$ cat config.mk
export PLATFORM = sky130hd
export DESIGN_NAME = bin_xfer_engine_flat
export DESIGN_NICKNAME = d
export VERILOG_FILES = /design/src/rtl/bin_xfer_pkg.sv /design/src/rtl/bin_xfer_engine_if.sv /design/src/rtl/bin_xfer_engine_onehot_dec.sv /design/src/rtl/bin_xfer_engine.sv /design/src/flat_wrapper.sv
export SDC_FILE = /design/constraint.sdc
export NUM_CORES = 1
export LEC_CHECK = 0
export BUFFER_PORTS_ARGS = -buffer_cell sky130_fd_sc_hd__buf_2
export CAP_MARGIN = 20
export CORE_AREA = 5 5 178 180
export CTS_BUF_LIST = sky130_fd_sc_hd__clkbuf_8 sky130_fd_sc_hd__clkbuf_16
export DETAILED_ROUTE_END_ITERATION = 6
export DIE_AREA = 0 0 183 185
export GPL_ROUTABILITY_DRIVEN = 0
export PLACE_DENSITY = 0.57
export SLEW_MARGIN = 20
export SYNTH_ARGS = -nofsm -noshare
export SYNTH_HDL_FRONTEND = slang
export SYNTH_HIERARCHICAL = 1
export SYNTH_SLANG_ARGS = --single-unit
$ cat constraint.sdc
create_clock -name clk -period 9.4 [get_ports clk]
set_clock_uncertainty 0.2 [all_clocks]
set_input_delay 0 -clock clk [delete_from_list [all_inputs] [get_ports clk]]
set_output_delay 0 -clock clk [all_outputs]
set_load 0.01 [all_outputs]
$ cat src/rtl/bin_xfer_pkg.sv
// Shared types and the lane-placement helper for the bin transfer engine.
package bin_xfer_pkg;

    typedef enum logic [1:0] {IDLE, XC, XV, DONE} xfer_state_e;
    typedef enum logic {LOAD, UPDATE} xfer_mode_e;

    // Widest var-state bus the helper can build (WIDTH_VAR_STATES * NUM_VARS_A_BIN).
    localparam int VS_BUS_MAX = 2048;

    function automatic logic [VS_BUS_MAX-1:0] place_lane(
        input logic [VS_BUS_MAX-1:0] val,
        input int                    lane,
        input int                    width
    );
        logic [VS_BUS_MAX-1:0] mask;
        mask = (VS_BUS_MAX'(1) << width) - VS_BUS_MAX'(1);
        return (val & mask) << (lane * width);
    endfunction

endpackage

$ cat src/rtl/bin_xfer_engine_if.sv
// Control handshake between bin_manager and the bin transfer engine.
interface bin_xfer_engine_if #(
    parameter int NUM_CLAUSES_A_BIN = 8,
    parameter int WIDTH_BIN_ID      = 10
);
    localparam int NCW = $clog2(NUM_CLAUSES_A_BIN) + 1;

    logic                    start_load_i;
    logic                    start_update_i;
    logic [WIDTH_BIN_ID-1:0] bin_id_i;
    logic [NCW-1:0]          nc_i;
    logic                    busy_o;
    logic                    done_o;
    logic                    err_o;

    modport master (
        output start_load_i, start_update_i, bin_id_i, nc_i,
        input  busy_o, done_o, err_o
    );

    modport slave (
        input  start_load_i, start_update_i, bin_id_i, nc_i,
        output busy_o, done_o, err_o
    );
endinterface

$ cat src/rtl/bin_xfer_engine_onehot_dec.sv
// Index to one-hot decoder with enable; all zeros when disabled.
module onehot_dec #(
    parameter int N     = 8,
    parameter int IDX_W = 3
) (
    input  logic [IDX_W-1:0] idx_i,
    input  logic             en_i,
    output logic [N-1:0]     oh_o
);
    assign oh_o = en_i ? (N'(1) << idx_i) : '0;
endmodule

$ cat src/rtl/bin_xfer_engine.sv
// Moves one bin between the clause / var-state RAMs and the sat engine core,
// with a fixed NC+NV+2 cycle latency from start to done.
module bin_xfer_engine
    import bin_xfer_pkg::*;
#(
    parameter int NUM_CLAUSES_A_BIN      = 8,
    parameter int NUM_VARS_A_BIN         = 8,
    parameter int NUM_BINS               = 64,
    parameter int WIDTH_BIN_ID           = 10,
    parameter int WIDTH_VAR_STATES       = 19,
    parameter int ADDR_WIDTH_CLAUSES     = 9,
    parameter int ADDR_WIDTH_VARS_STATES = 9
) (
    input  logic                                       clk,
    input  logic                                       rst,
    bin_xfer_engine_if.slave                           ctl,
    output logic [ADDR_WIDTH_CLAUSES-1:0]              ram_addr_c_o,
    input  logic [2*NUM_VARS_A_BIN-1:0]                ram_dout_c_i,
    output logic                                       ram_we_c_o,
    output logic [2*NUM_VARS_A_BIN-1:0]                ram_din_c_o,
    output logic [ADDR_WIDTH_VARS_STATES-1:0]          ram_addr_vs_o,
    input  logic [WIDTH_VAR_STATES-1:0]                ram_dout_vs_i,
    output logic                                       ram_we_vs_o,
    output logic [WIDTH_VAR_STATES-1:0]                ram_din_vs_o,
    output logic [NUM_CLAUSES_A_BIN-1:0]               wr_carray_o,
    output logic [NUM_CLAUSES_A_BIN-1:0]               rd_carray_o,
    output logic [2*NUM_VARS_A_BIN-1:0]                clause_o,
    input  logic [2*NUM_VARS_A_BIN-1:0]                clause_i,
    output logic [NUM_VARS_A_BIN-1:0]                  wr_var_states_o,
    output logic [WIDTH_VAR_STATES*NUM_VARS_A_BIN-1:0] vars_states_o,
    input  logic [WIDTH_VAR_STATES*NUM_VARS_A_BIN-1:0] vars_states_i
);
    localparam int NC     = NUM_CLAUSES_A_BIN;
    localparam int NV     = NUM_VARS_A_BIN;
    localparam int NCW    = $clog2(NC) + 1;
    localparam int MAXN   = (NC > NV) ? NC : NV;
    localparam int CNT_W  = (MAXN > 1) ? $clog2(MAXN) : 1;
    localparam int VW     = WIDTH_VAR_STATES;
    localparam int VSW    = VW * NV;
    localparam int AC_W   = ADDR_WIDTH_CLAUSES;
    localparam int AV_W   = ADDR_WIDTH_VARS_STATES;
    localparam int PROD_W = WIDTH_BIN_ID + CNT_W + 1;

    function automatic logic [NCW-1:0] clamp_nc(input logic [NCW-1:0] n);
        return (32'(n) > 32'(NC)) ? NCW'(NC) : n;
    endfunction

    xfer_state_e      state_q;
    xfer_mode_e       mode_q;
    logic [NCW-1:0]   nc_q;
    logic [CNT_W-1:0] cnt_q;
    logic             done_q, err_q;
    logic             vld_p1_q, var_p1_q, wr_p1_q;
    logic [CNT_W-1:0] idx_p1_q;
    logic [AC_W-1:0]  cbase_q, cbase_d;
    logic [AV_W-1:0]  vbase_q, vbase_d;
    logic [VSW-1:0]   snap_q;

    logic any_start, both_start, bin_ok, accept, reject;
    logic in_xc, in_xv, slot_live;
    logic [PROD_W-1:0] cprod, vprod;

    assign any_start  = ctl.start_load_i | ctl.start_update_i;
    assign both_start = ctl.start_load_i & ctl.start_update_i;
    assign bin_ok     = 32'(ctl.bin_id_i) < 32'(NUM_BINS);
    assign accept     = (state_q == IDLE) && any_start && !both_start && bin_ok;
    assign reject     = any_start && !accept;

    // Bases are formed at full product width; only the low address bits are kept.
    assign cprod   = PROD_W'(ctl.bin_id_i) * PROD_W'(NC);
    assign vprod   = PROD_W'(ctl.bin_id_i) * PROD_W'(NV);
    assign cbase_d = AC_W'(cprod);
    assign vbase_d = AV_W'(vprod);

    assign in_xc     = (state_q == XC);
    assign in_xv     = (state_q == XV);
    assign slot_live = 32'(cnt_q) < 32'(nc_q);

    always_ff @(posedge clk or posedge rst) begin
        if (rst) begin
            state_q  <= IDLE;
            mode_q   <= LOAD;
            nc_q     <= '0;
            cnt_q    <= '0;
            done_q   <= 1'b0;
            err_q    <= 1'b0;
            vld_p1_q <= 1'b0;
            var_p1_q <= 1'b0;
            wr_p1_q  <= 1'b0;
            idx_p1_q <= '0;
        end else begin
            done_q   <= 1'b0;
            err_q    <= reject;
            vld_p1_q <= in_xc | in_xv;
            var_p1_q <= in_xv;
            wr_p1_q  <= in_xv | slot_live;
            idx_p1_q <= cnt_q;
            case (state_q)
                IDLE: begin
                    if (accept) begin
                        state_q <= XC;
                        mode_q  <= ctl.start_update_i ? UPDATE : LOAD;
                        nc_q    <= clamp_nc(ctl.nc_i);
                        cnt_q   <= '0;
                    end
                end
                XC: begin
                    if (32'(cnt_q) == 32'(NC - 1)) begin
                        state_q <= XV;
                        cnt_q   <= '0;
                    end else begin
                        cnt_q <= cnt_q + 1'b1;
                    end
                end
                XV: begin
                    if (32'(cnt_q) == 32'(NV - 1)) begin
                        state_q <= DONE;
                        cnt_q   <= '0;
                    end else begin
                        cnt_q <= cnt_q + 1'b1;
                    end
                end
                DONE: begin
                    state_q <= IDLE;
                    done_q  <= 1'b1;
                end
                default: state_q <= IDLE;
            endcase
        end
    end

    // Data-only registers: every use is gated by the reset control state.
    always_ff @(posedge clk) begin
        if (accept) begin
            cbase_q <= cbase_d;
            vbase_q <= vbase_d;
        end
        if (in_xv && cnt_q == '0) begin
            snap_q <= vars_states_i;
        end
    end

    assign ctl.busy_o = (state_q != IDLE);
    assign ctl.done_o = done_q;
    assign ctl.err_o  = err_q;

    // ---- p0: address issue from the shared counter ----
    logic ld_rd_c_p0, ld_rd_v_p0, up_rd_c_p0;
    assign ld_rd_c_p0 = (mode_q == LOAD) && in_xc && slot_live;
    assign ld_rd_v_p0 = (mode_q == LOAD) && in_xv;
    assign up_rd_c_p0 = (mode_q == UPDATE) && in_xc && slot_live;

    // ---- p1: data stage, one cycle behind the address ----
    logic ld_c_p1, ld_v_p1;
    assign ld_c_p1     = vld_p1_q && !var_p1_q && (mode_q == LOAD);
    assign ld_v_p1     = vld_p1_q && var_p1_q && (mode_q == LOAD);
    assign ram_we_c_o  = vld_p1_q && !var_p1_q && wr_p1_q && (mode_q == UPDATE);
    assign ram_we_vs_o = vld_p1_q && var_p1_q && (mode_q == UPDATE);

    always_comb begin
        ram_addr_c_o = '0;
        if (ld_rd_c_p0) begin
            ram_addr_c_o = cbase_q + AC_W'(cnt_q);
        end else if (ram_we_c_o) begin
            ram_addr_c_o = cbase_q + AC_W'(idx_p1_q);
        end
    end

    always_comb begin
        ram_addr_vs_o = '0;
        if (ld_rd_v_p0) begin
            ram_addr_vs_o = vbase_q + AV_W'(cnt_q);
        end else if (ram_we_vs_o) begin
            ram_addr_vs_o = vbase_q + AV_W'(idx_p1_q);
        end
    end

    // Slots at or above nc are still strobed, with zero data, to clear them.
    assign clause_o      = (ld_c_p1 && wr_p1_q) ? ram_dout_c_i : '0;
    assign vars_states_o = ld_v_p1
        ? VSW'(place_lane(VS_BUS_MAX'(ram_dout_vs_i), int'(idx_p1_q), VW)) : '0;
    assign ram_din_c_o   = ram_we_c_o ? clause_i : '0;
    assign ram_din_vs_o  = ram_we_vs_o ? snap_q[int'(idx_p1_q)*VW +: VW] : '0;

    onehot_dec #(.N(NC), .IDX_W(CNT_W)) u_wr_c (
        .idx_i(idx_p1_q), .en_i(ld_c_p1), .oh_o(wr_carray_o)
    );

    onehot_dec #(.N(NC), .IDX_W(CNT_W)) u_rd_c (
        .idx_i(cnt_q), .en_i(up_rd_c_p0), .oh_o(rd_carray_o)
    );

    onehot_dec #(.N(NV), .IDX_W(CNT_W)) u_wr_v (
        .idx_i(idx_p1_q), .en_i(ld_v_p1), .oh_o(wr_var_states_o)
    );

endmodule

$ cat src/flat_wrapper.sv
// flat-port wrapper written by rule: the top's interface ports become plain ports
module bin_xfer_engine_flat import bin_xfer_pkg::*;
#(
    parameter int NUM_CLAUSES_A_BIN      = 8,
    parameter int NUM_VARS_A_BIN         = 8,
    parameter int NUM_BINS               = 64,
    parameter int WIDTH_BIN_ID           = 10,
    parameter int WIDTH_VAR_STATES       = 19,
    parameter int ADDR_WIDTH_CLAUSES     = 9,
    parameter int ADDR_WIDTH_VARS_STATES = 9
)
  (clk, rst, ram_addr_c_o, ram_dout_c_i, ram_we_c_o, ram_din_c_o, ram_addr_vs_o, ram_dout_vs_i, ram_we_vs_o, ram_din_vs_o, wr_carray_o, rd_carray_o, clause_o, clause_i, wr_var_states_o, vars_states_o, vars_states_i, ctl_start_load_i, ctl_start_update_i, ctl_bin_id_i, ctl_nc_i, ctl_busy_o, ctl_done_o, ctl_err_o);
  bin_xfer_engine_if #(.NUM_CLAUSES_A_BIN(NUM_CLAUSES_A_BIN), .WIDTH_BIN_ID(WIDTH_BIN_ID)) ctl_i ();
  input  logic clk;
  input  logic rst;
  output logic [ADDR_WIDTH_CLAUSES-1:0] ram_addr_c_o;
  input  logic [2*NUM_VARS_A_BIN-1:0] ram_dout_c_i;
  output logic ram_we_c_o;
  output logic [2*NUM_VARS_A_BIN-1:0] ram_din_c_o;
  output logic [ADDR_WIDTH_VARS_STATES-1:0] ram_addr_vs_o;
  input  logic [WIDTH_VAR_STATES-1:0] ram_dout_vs_i;
  output logic ram_we_vs_o;
  output logic [WIDTH_VAR_STATES-1:0] ram_din_vs_o;
  output logic [NUM_CLAUSES_A_BIN-1:0] wr_carray_o;
  output logic [NUM_CLAUSES_A_BIN-1:0] rd_carray_o;
  output logic [2*NUM_VARS_A_BIN-1:0] clause_o;
  input  logic [2*NUM_VARS_A_BIN-1:0] clause_i;
  output logic [NUM_VARS_A_BIN-1:0] wr_var_states_o;
  output logic [WIDTH_VAR_STATES*NUM_VARS_A_BIN-1:0] vars_states_o;
  input  logic [WIDTH_VAR_STATES*NUM_VARS_A_BIN-1:0] vars_states_i;
  input wire logic [$bits(ctl_i.start_load_i)-1:0] ctl_start_load_i;
  input wire logic [$bits(ctl_i.start_update_i)-1:0] ctl_start_update_i;
  input wire logic [$bits(ctl_i.bin_id_i)-1:0] ctl_bin_id_i;
  input wire logic [$bits(ctl_i.nc_i)-1:0] ctl_nc_i;
  output wire logic [$bits(ctl_i.busy_o)-1:0] ctl_busy_o;
  output wire logic [$bits(ctl_i.done_o)-1:0] ctl_done_o;
  output wire logic [$bits(ctl_i.err_o)-1:0] ctl_err_o;
  assign ctl_i.start_load_i = ctl_start_load_i;
  assign ctl_i.start_update_i = ctl_start_update_i;
  assign ctl_i.bin_id_i = ctl_bin_id_i;
  assign ctl_i.nc_i = ctl_nc_i;
  assign ctl_busy_o = ctl_i.busy_o;
  assign ctl_done_o = ctl_i.done_o;
  assign ctl_err_o = ctl_i.err_o;
  bin_xfer_engine #(.NUM_CLAUSES_A_BIN(NUM_CLAUSES_A_BIN), .NUM_VARS_A_BIN(NUM_VARS_A_BIN), .NUM_BINS(NUM_BINS), .WIDTH_BIN_ID(WIDTH_BIN_ID), .WIDTH_VAR_STATES(WIDTH_VAR_STATES), .ADDR_WIDTH_CLAUSES(ADDR_WIDTH_CLAUSES), .ADDR_WIDTH_VARS_STATES(ADDR_WIDTH_VARS_STATES)) u_core (.clk(clk), .rst(rst), .ctl(ctl_i), .ram_addr_c_o(ram_addr_c_o), .ram_dout_c_i(ram_dout_c_i), .ram_we_c_o(ram_we_c_o), .ram_din_c_o(ram_din_c_o), .ram_addr_vs_o(ram_addr_vs_o), .ram_dout_vs_i(ram_dout_vs_i), .ram_we_vs_o(ram_we_vs_o), .ram_din_vs_o(ram_din_vs_o), .wr_carray_o(wr_carray_o), .rd_carray_o(rd_carray_o), .clause_o(clause_o), .clause_i(clause_i), .wr_var_states_o(wr_var_states_o), .vars_states_o(vars_states_o), .vars_states_i(vars_states_i));
endmodule
==> flow_results.xml <==
<?xml version="1.0" encoding="UTF-8"?>
<metrics>
  <group name="outcome">
    <metric name="status" unit="">complete, no violations</metric>
  </group>
  <group name="power">
    <metric name="cellPowerDensity" unit="nW/um^2">208.7</metric>
    <metric name="power_leakage" unit="nW">6.239</metric>
    <metric name="comb_power_share" unit="%">33.6</metric>
    <metric name="cellInternalPower" unit="W">0.001881</metric>
    <metric name="sequentialPowerShare" unit="%">41.4</metric>
    <metric name="switching_power" unit="W">0.0009580</metric>
    <metric name="p_sw_share" unit="%">33.75</metric>
    <metric name="p_clk_share" unit="%">25.0</metric>
    <metric name="maximum_resistive_drop_on_vdd" unit="V">0.0001440</metric>
  </group>
  <group name="worst_setup_path">
    <metric name="timing_worst_setup_path_type" unit="">reg2out</metric>
    <metric name="arrival" unit="ns">3.21</metric>
    <metric name="rrSetupSlack" unit="ns">6.11</metric>
    <metric name="reg2reg_to" unit="">u_core/snap_q[128]$_DFFE_PP_</metric>
    <metric name="crit_fanout" unit="">46</metric>
    <metric name="regToRegStartpoint" unit="">u_core/state_q[0]$_DFFE_PP0P_</metric>
    <metric name="ff2ff_path_depth" unit="">4</metric>
    <metric name="timing.critical_path.from_type" unit="">flip-flop</metric>
    <metric name="worst-endpoint-required" unit="ns">9.20</metric>
    <metric name="worstSetupEndpointType" unit="">output port</metric>
  </group>
  <group name="clocking">
    <metric name="cts.sink_count" unit="">176</metric>
    <metric name="post_cts_buffers" unit="">0</metric>
    <metric name="clk_latency" unit="ns">0.42</metric>
    <metric name="cts_made_buffers" unit="">17</metric>
    <metric name="h-tree-depth" unit="">4</metric>
    <metric name="ctsRootBufferMaster" unit="">sky130_fd_sc_hd__clkbuf_16</metric>
    <metric name="tritoncts" unit="">yes</metric>
    <metric name="post_cts_resized" unit="">0</metric>
    <metric name="clock_tree.buffer_depth" unit="">2</metric>
    <metric name="worst_setup_hold_path_clk_slew" unit="ns">0.07</metric>
    <metric name="cts_hold_buffers" unit="">171</metric>
  </group>
  <group name="global_route">
    <metric name="globalRoute.totalOverflow" unit="">0</metric>
    <metric name="global_route_usage_over_all_layers" unit="%">17.15</metric>
    <metric name="grt_antenna_before_repair" unit="">1</metric>
    <metric name="grt_pass1_wl" unit="um">44590</metric>
    <metric name="grt_max_degree" unit="">84</metric>
    <metric name="grt_pass1_vias" unit="">7684</metric>
  </group>
  <group name="final_layout">
    <metric name="num-fill-cells" unit="">2714</metric>
    <metric name="multi_input_comb_area" unit="sq um">3147</metric>
    <metric name="final_common_cell" unit="">sky130_fd_sc_hd__buf_2</metric>
    <metric name="post_layout_utilization_of_the_core" unit="%">45.30</metric>
    <metric name="flow.area_growth_from_synthesis" unit="%">60.69</metric>
    <metric name="ff_latch_area" unit="sq um">5200</metric>
    <metric name="num-nets-final" unit="">1442</metric>
    <metric name="layout.cells.most_common_list" unit="">sky130_fd_sc_hd__buf_2, sky130_fd_sc_hd__and2_1, sky130_fd_sc_hd__dlygate4sd3_1</metric>
    <metric name="layout.cells.non_filler" unit="">1621</metric>
    <metric name="final_layout_size_suffix_gt1_share" unit="%">47.22</metric>
  </group>
  <group name="logic_synthesis">
    <metric name="synth_top_cell_by_area" unit="">sky130_fd_sc_hd__edfxtp_1</metric>
    <metric name="synth-seq-area-share" unit="%">61.37</metric>
    <metric name="synth-edff-count" unit="">158</metric>
    <metric name="synth-async-reset-ratio" unit="%">10.23</metric>
    <metric name="postSynthCellCount" unit="">572</metric>
    <metric name="synth.mux.area_fraction" unit="%">10.63</metric>
    <metric name="synthAdderAreaFrac" unit="%">1.478</metric>
    <metric name="synthSimpleGateAreaFrac" unit="%">20.61</metric>
    <metric name="yosysTopAreaCellShare" unit="%">56.05</metric>
    <metric name="synth_cell_types" unit="">42</metric>
    <metric name="synthesized_area_fraction_occupied_by_ao_oa_aoi_and_oai_cells" unit="%">3.932</metric>
    <metric name="combinational_family_with_the_most_area_after_synthesis" unit="">simple AND/OR/NAND/NOR gates</metric>
    <metric name="yosys.area_share.xor_xnor" unit="%">0.1035</metric>
    <metric name="netlist_top_cells_area" unit="">sky130_fd_sc_hd__edfxtp_1, sky130_fd_sc_hd__and2_1, sky130_fd_sc_hd__mux4_2, sky130_fd_sc_hd__dfrtp_1, sky130_fd_sc_hd__a22o_1</metric>
    <metric name="postSynthNetCount" unit="">803</metric>
    <metric name="yosys_warnings" unit="">6</metric>
    <metric name="netlist_area" unit="sq um">8464</metric>
    <metric name="avgSynthCellArea" unit="sq um">14.80</metric>
    <metric name="yosys_most_used_dff" unit="">sky130_fd_sc_hd__edfxtp_1</metric>
    <metric name="synth-seq-cells" unit="">176</metric>
  </group>
  <group name="detailed_routing">
    <metric name="antenna_violating_nets_post_route" unit="">0</metric>
    <metric name="post_drt_wl_per_cell" unit="um">18.73</metric>
    <metric name="drt-pass1-iter-count" unit="">6</metric>
    <metric name="route.vias.total" unit="">7309</metric>
    <metric name="detailed_router_s_first_iteration_violation_count" unit="">408</metric>
    <metric name="wirelength_met1" unit="um">10750</metric>
    <metric name="routed-wl-met3" unit="um">2354</metric>
    <metric name="detail_route.vias_per_cell" unit="">4.509</metric>
    <metric name="drc" unit="">0</metric>
    <metric name="top_signal_layer_used" unit="">met4</metric>
    <metric name="detail_route.wirelength" unit="um">30360</metric>
    <metric name="dr_wl_met2" unit="um">16450</metric>
  </group>
  <group name="floorplan">
    <metric name="die_w" unit="um">183</metric>
    <metric name="floorplan.initialDensity" unit="%">28.19</metric>
    <metric name="fp.dieArea" unit="sq um">33860</metric>
    <metric name="design.core.area" unit="sq um">30030</metric>
    <metric name="floorplan.die.height" unit="um">185</metric>
    <metric name="row_count" unit="">64</metric>
    <metric name="io_pins" unit="">471</metric>
  </group>
  <group name="sta">
    <metric name="final_hold_viol_count" unit="">0</metric>
    <metric name="period_share" unit="%">36.32</metric>
    <metric name="max_clock_freq" unit="MHz">292.9</metric>
    <metric name="post_route_setup_tns" unit="ns">0</metric>
    <metric name="timing.final.ws_setup" unit="ns">5.986</metric>
    <metric name="timing.max_slew.rel_slack" unit="%">29.21</metric>
    <metric name="whs" unit="ns">0.05450</metric>
    <metric name="setup_viol" unit="">0</metric>
    <metric name="unrepaired_setup_endpoints_after_global_routing" unit="">no</metric>
    <metric name="timing.final.max_slew_violations" unit="">0</metric>
    <metric name="fin_crit" unit="ns">3.414</metric>
    <metric name="worst_slew_pin_slew" unit="ns">1.045</metric>
  </group>
  <group name="flow_run">
    <metric name="cap_violations" unit="">0</metric>
  </group>
  <group name="placement">
    <metric name="dpl.cell_count" unit="">1417</metric>
    <metric name="dp_worst_setup_slack" unit="ns">6.134</metric>
    <metric name="io_buffers" unit="">470</metric>
    <metric name="detailedPlacementHpwl" unit="um">21110</metric>
  </group>
  <group name="min_path">
    <metric name="hold_path.class" unit="">in2async</metric>
  </group>
</metrics>
-- through the flow --
stage	total power, W	area, sq um
2_1_floorplan	0.001769	8464
3_3_place_gp	0.002077	11280
3_5_place_dp	0.002093	11280
4_1_cts	0.002863	13590
5_1_grt	0.002994	13600
6_report	0.002839	13600
-- state kept, by name, indices dropped and copies added (netlist names) --
register,count
u_core/cnt_q,3
u_core/ctl.err_o,1
u_core/vld_p1_q,1
u_core/mode_q,1
u_core/wr_p1_q,1
u_core/state_q,2
u_core/snap_q,152
u_core/cbase_q,6
u_core/idx_p1_q,3
u_core/nc_q,4
u_core/ctl.done_o,1
u_core/var_p1_q,1
-- kinds of logic (layout without fill, tap and decap cells) --
family / count (synthesis) / in the layout
flip-flops: 176 / 176
XOR/XNOR: 1 / 1
adder cells (fa/ha/maj): 10 / 10
buffers and inverters: 40 / 692
other: 0 / 1
AND/OR/NAND/NOR: 260 / 260
multiplexers: 42 / 42
AO/OA/AOI/OAI: 43 / 43
-- power groups by stage --
stage / logic (W) / registers [W] / clock network, W
5_1_grt: 0.00104 / 0.00120 / 0.000762
3_3_place_gp: 0.000893 / 0.00118 / 0
4_1_cts: 0.000964 / 0.00117 / 0.000724
2_1_floorplan: 0.000593 / 0.00118 / 0
6_report: 0.000954 / 0.00117 / 0.000710
3_5_place_dp: 0.000901 / 0.00119 / 0
-- layout make-up --
type,count,share of cell area [%]
sequential,176,38.23
timing repair buffer,648,30.26
multi-input combinational,356,23.13
tap,396,3.643
clock buffer,17,3.128
clock inverter,15,1.251
inverter,12,0.3312
antenna,1,0.01840
-- cell usage after synthesis (2+ instances only) --
cell,instances
sky130_fd_sc_hd__and2_1,192
sky130_fd_sc_hd__edfxtp_1,158
sky130_fd_sc_hd__mux4_2,38
sky130_fd_sc_hd__a22o_1,24
sky130_fd_sc_hd__clkbuf_1,20
sky130_fd_sc_hd__dfrtp_1,18
sky130_fd_sc_hd__nor2_1,13
sky130_fd_sc_hd__inv_1,12
sky130_fd_sc_hd__ha_1,10
sky130_fd_sc_hd__buf_2,7
sky130_fd_sc_hd__o21ai_0,7
sky130_fd_sc_hd__a21boi_0,6
sky130_fd_sc_hd__and4b_2,6
sky130_fd_sc_hd__and4bb_1,6
sky130_fd_sc_hd__nand2_1,6
sky130_fd_sc_hd__nor2b_1,4
sky130_fd_sc_hd__and4_2,3
sky130_fd_sc_hd__and4b_1,3
sky130_fd_sc_hd__and4bb_2,3
sky130_fd_sc_hd__mux2_2,3
sky130_fd_sc_hd__nand2b_1,3
sky130_fd_sc_hd__nor4b_2,3
sky130_fd_sc_hd__a21o_1,2
sky130_fd_sc_hd__and3_1,2
sky130_fd_sc_hd__nand3_1,2
sky130_fd_sc_hd__nor4_2,2
sky130_fd_sc_hd__or2_2,2
sky130_fd_sc_hd__or3_1,2
sky130_fd_sc_hd__or3b_1,2
-- worst max-delay path, cell delays in order, from the launching register on --
cell	delay, ns
sky130_fd_sc_hd__dfrtp_2	0.59
sky130_fd_sc_hd__buf_4	0.60
sky130_fd_sc_hd__nand3_1	0.34
sky130_fd_sc_hd__nor2_1	0.72
sky130_fd_sc_hd__buf_4	0.28
sky130_fd_sc_hd__and2_1	0.13
sky130_fd_sc_hd__buf_2	0.12
-- routing by layer --
layer / vias up / global-route usage [%]
met2: 344 / 32.58
met5: - / 0
met4: 0 / 5.930
met1: 3503 / 18.48
li1: 3412 / -
met3: 50 / 4.281
-- worst max-delay path by stage --
stage | start | to | slack, ns | cells after the start
global placement | u_core/state_q[0]$_DFFE_PP0P_ | u_core/snap_q[24]$_DFFE_PP_ | 6.20 | 4
detailed placement | u_core/state_q[0]$_DFFE_PP0P_ | u_core/snap_q[5]$_DFFE_PP_ | 6.13 | 4
finish | u_core/idx_p1_q[1]$_DFF_PP0_ | vars_states_o[68] | 5.99 | 6
global route | u_core/idx_p1_q[1]$_DFF_PP0_ | vars_states_o[66] | 5.70 | 6
floorplan | u_core/state_q[0]$_DFFE_PP0P_ | u_core/snap_q[0]$_DFFE_PP_ | 4.41 | 3
CTS | u_core/idx_p1_q[1]$_DFF_PP0_ | vars_states_o[120] | 5.83 | 5
No activity file was read; power rests on OpenSTA's default activity.
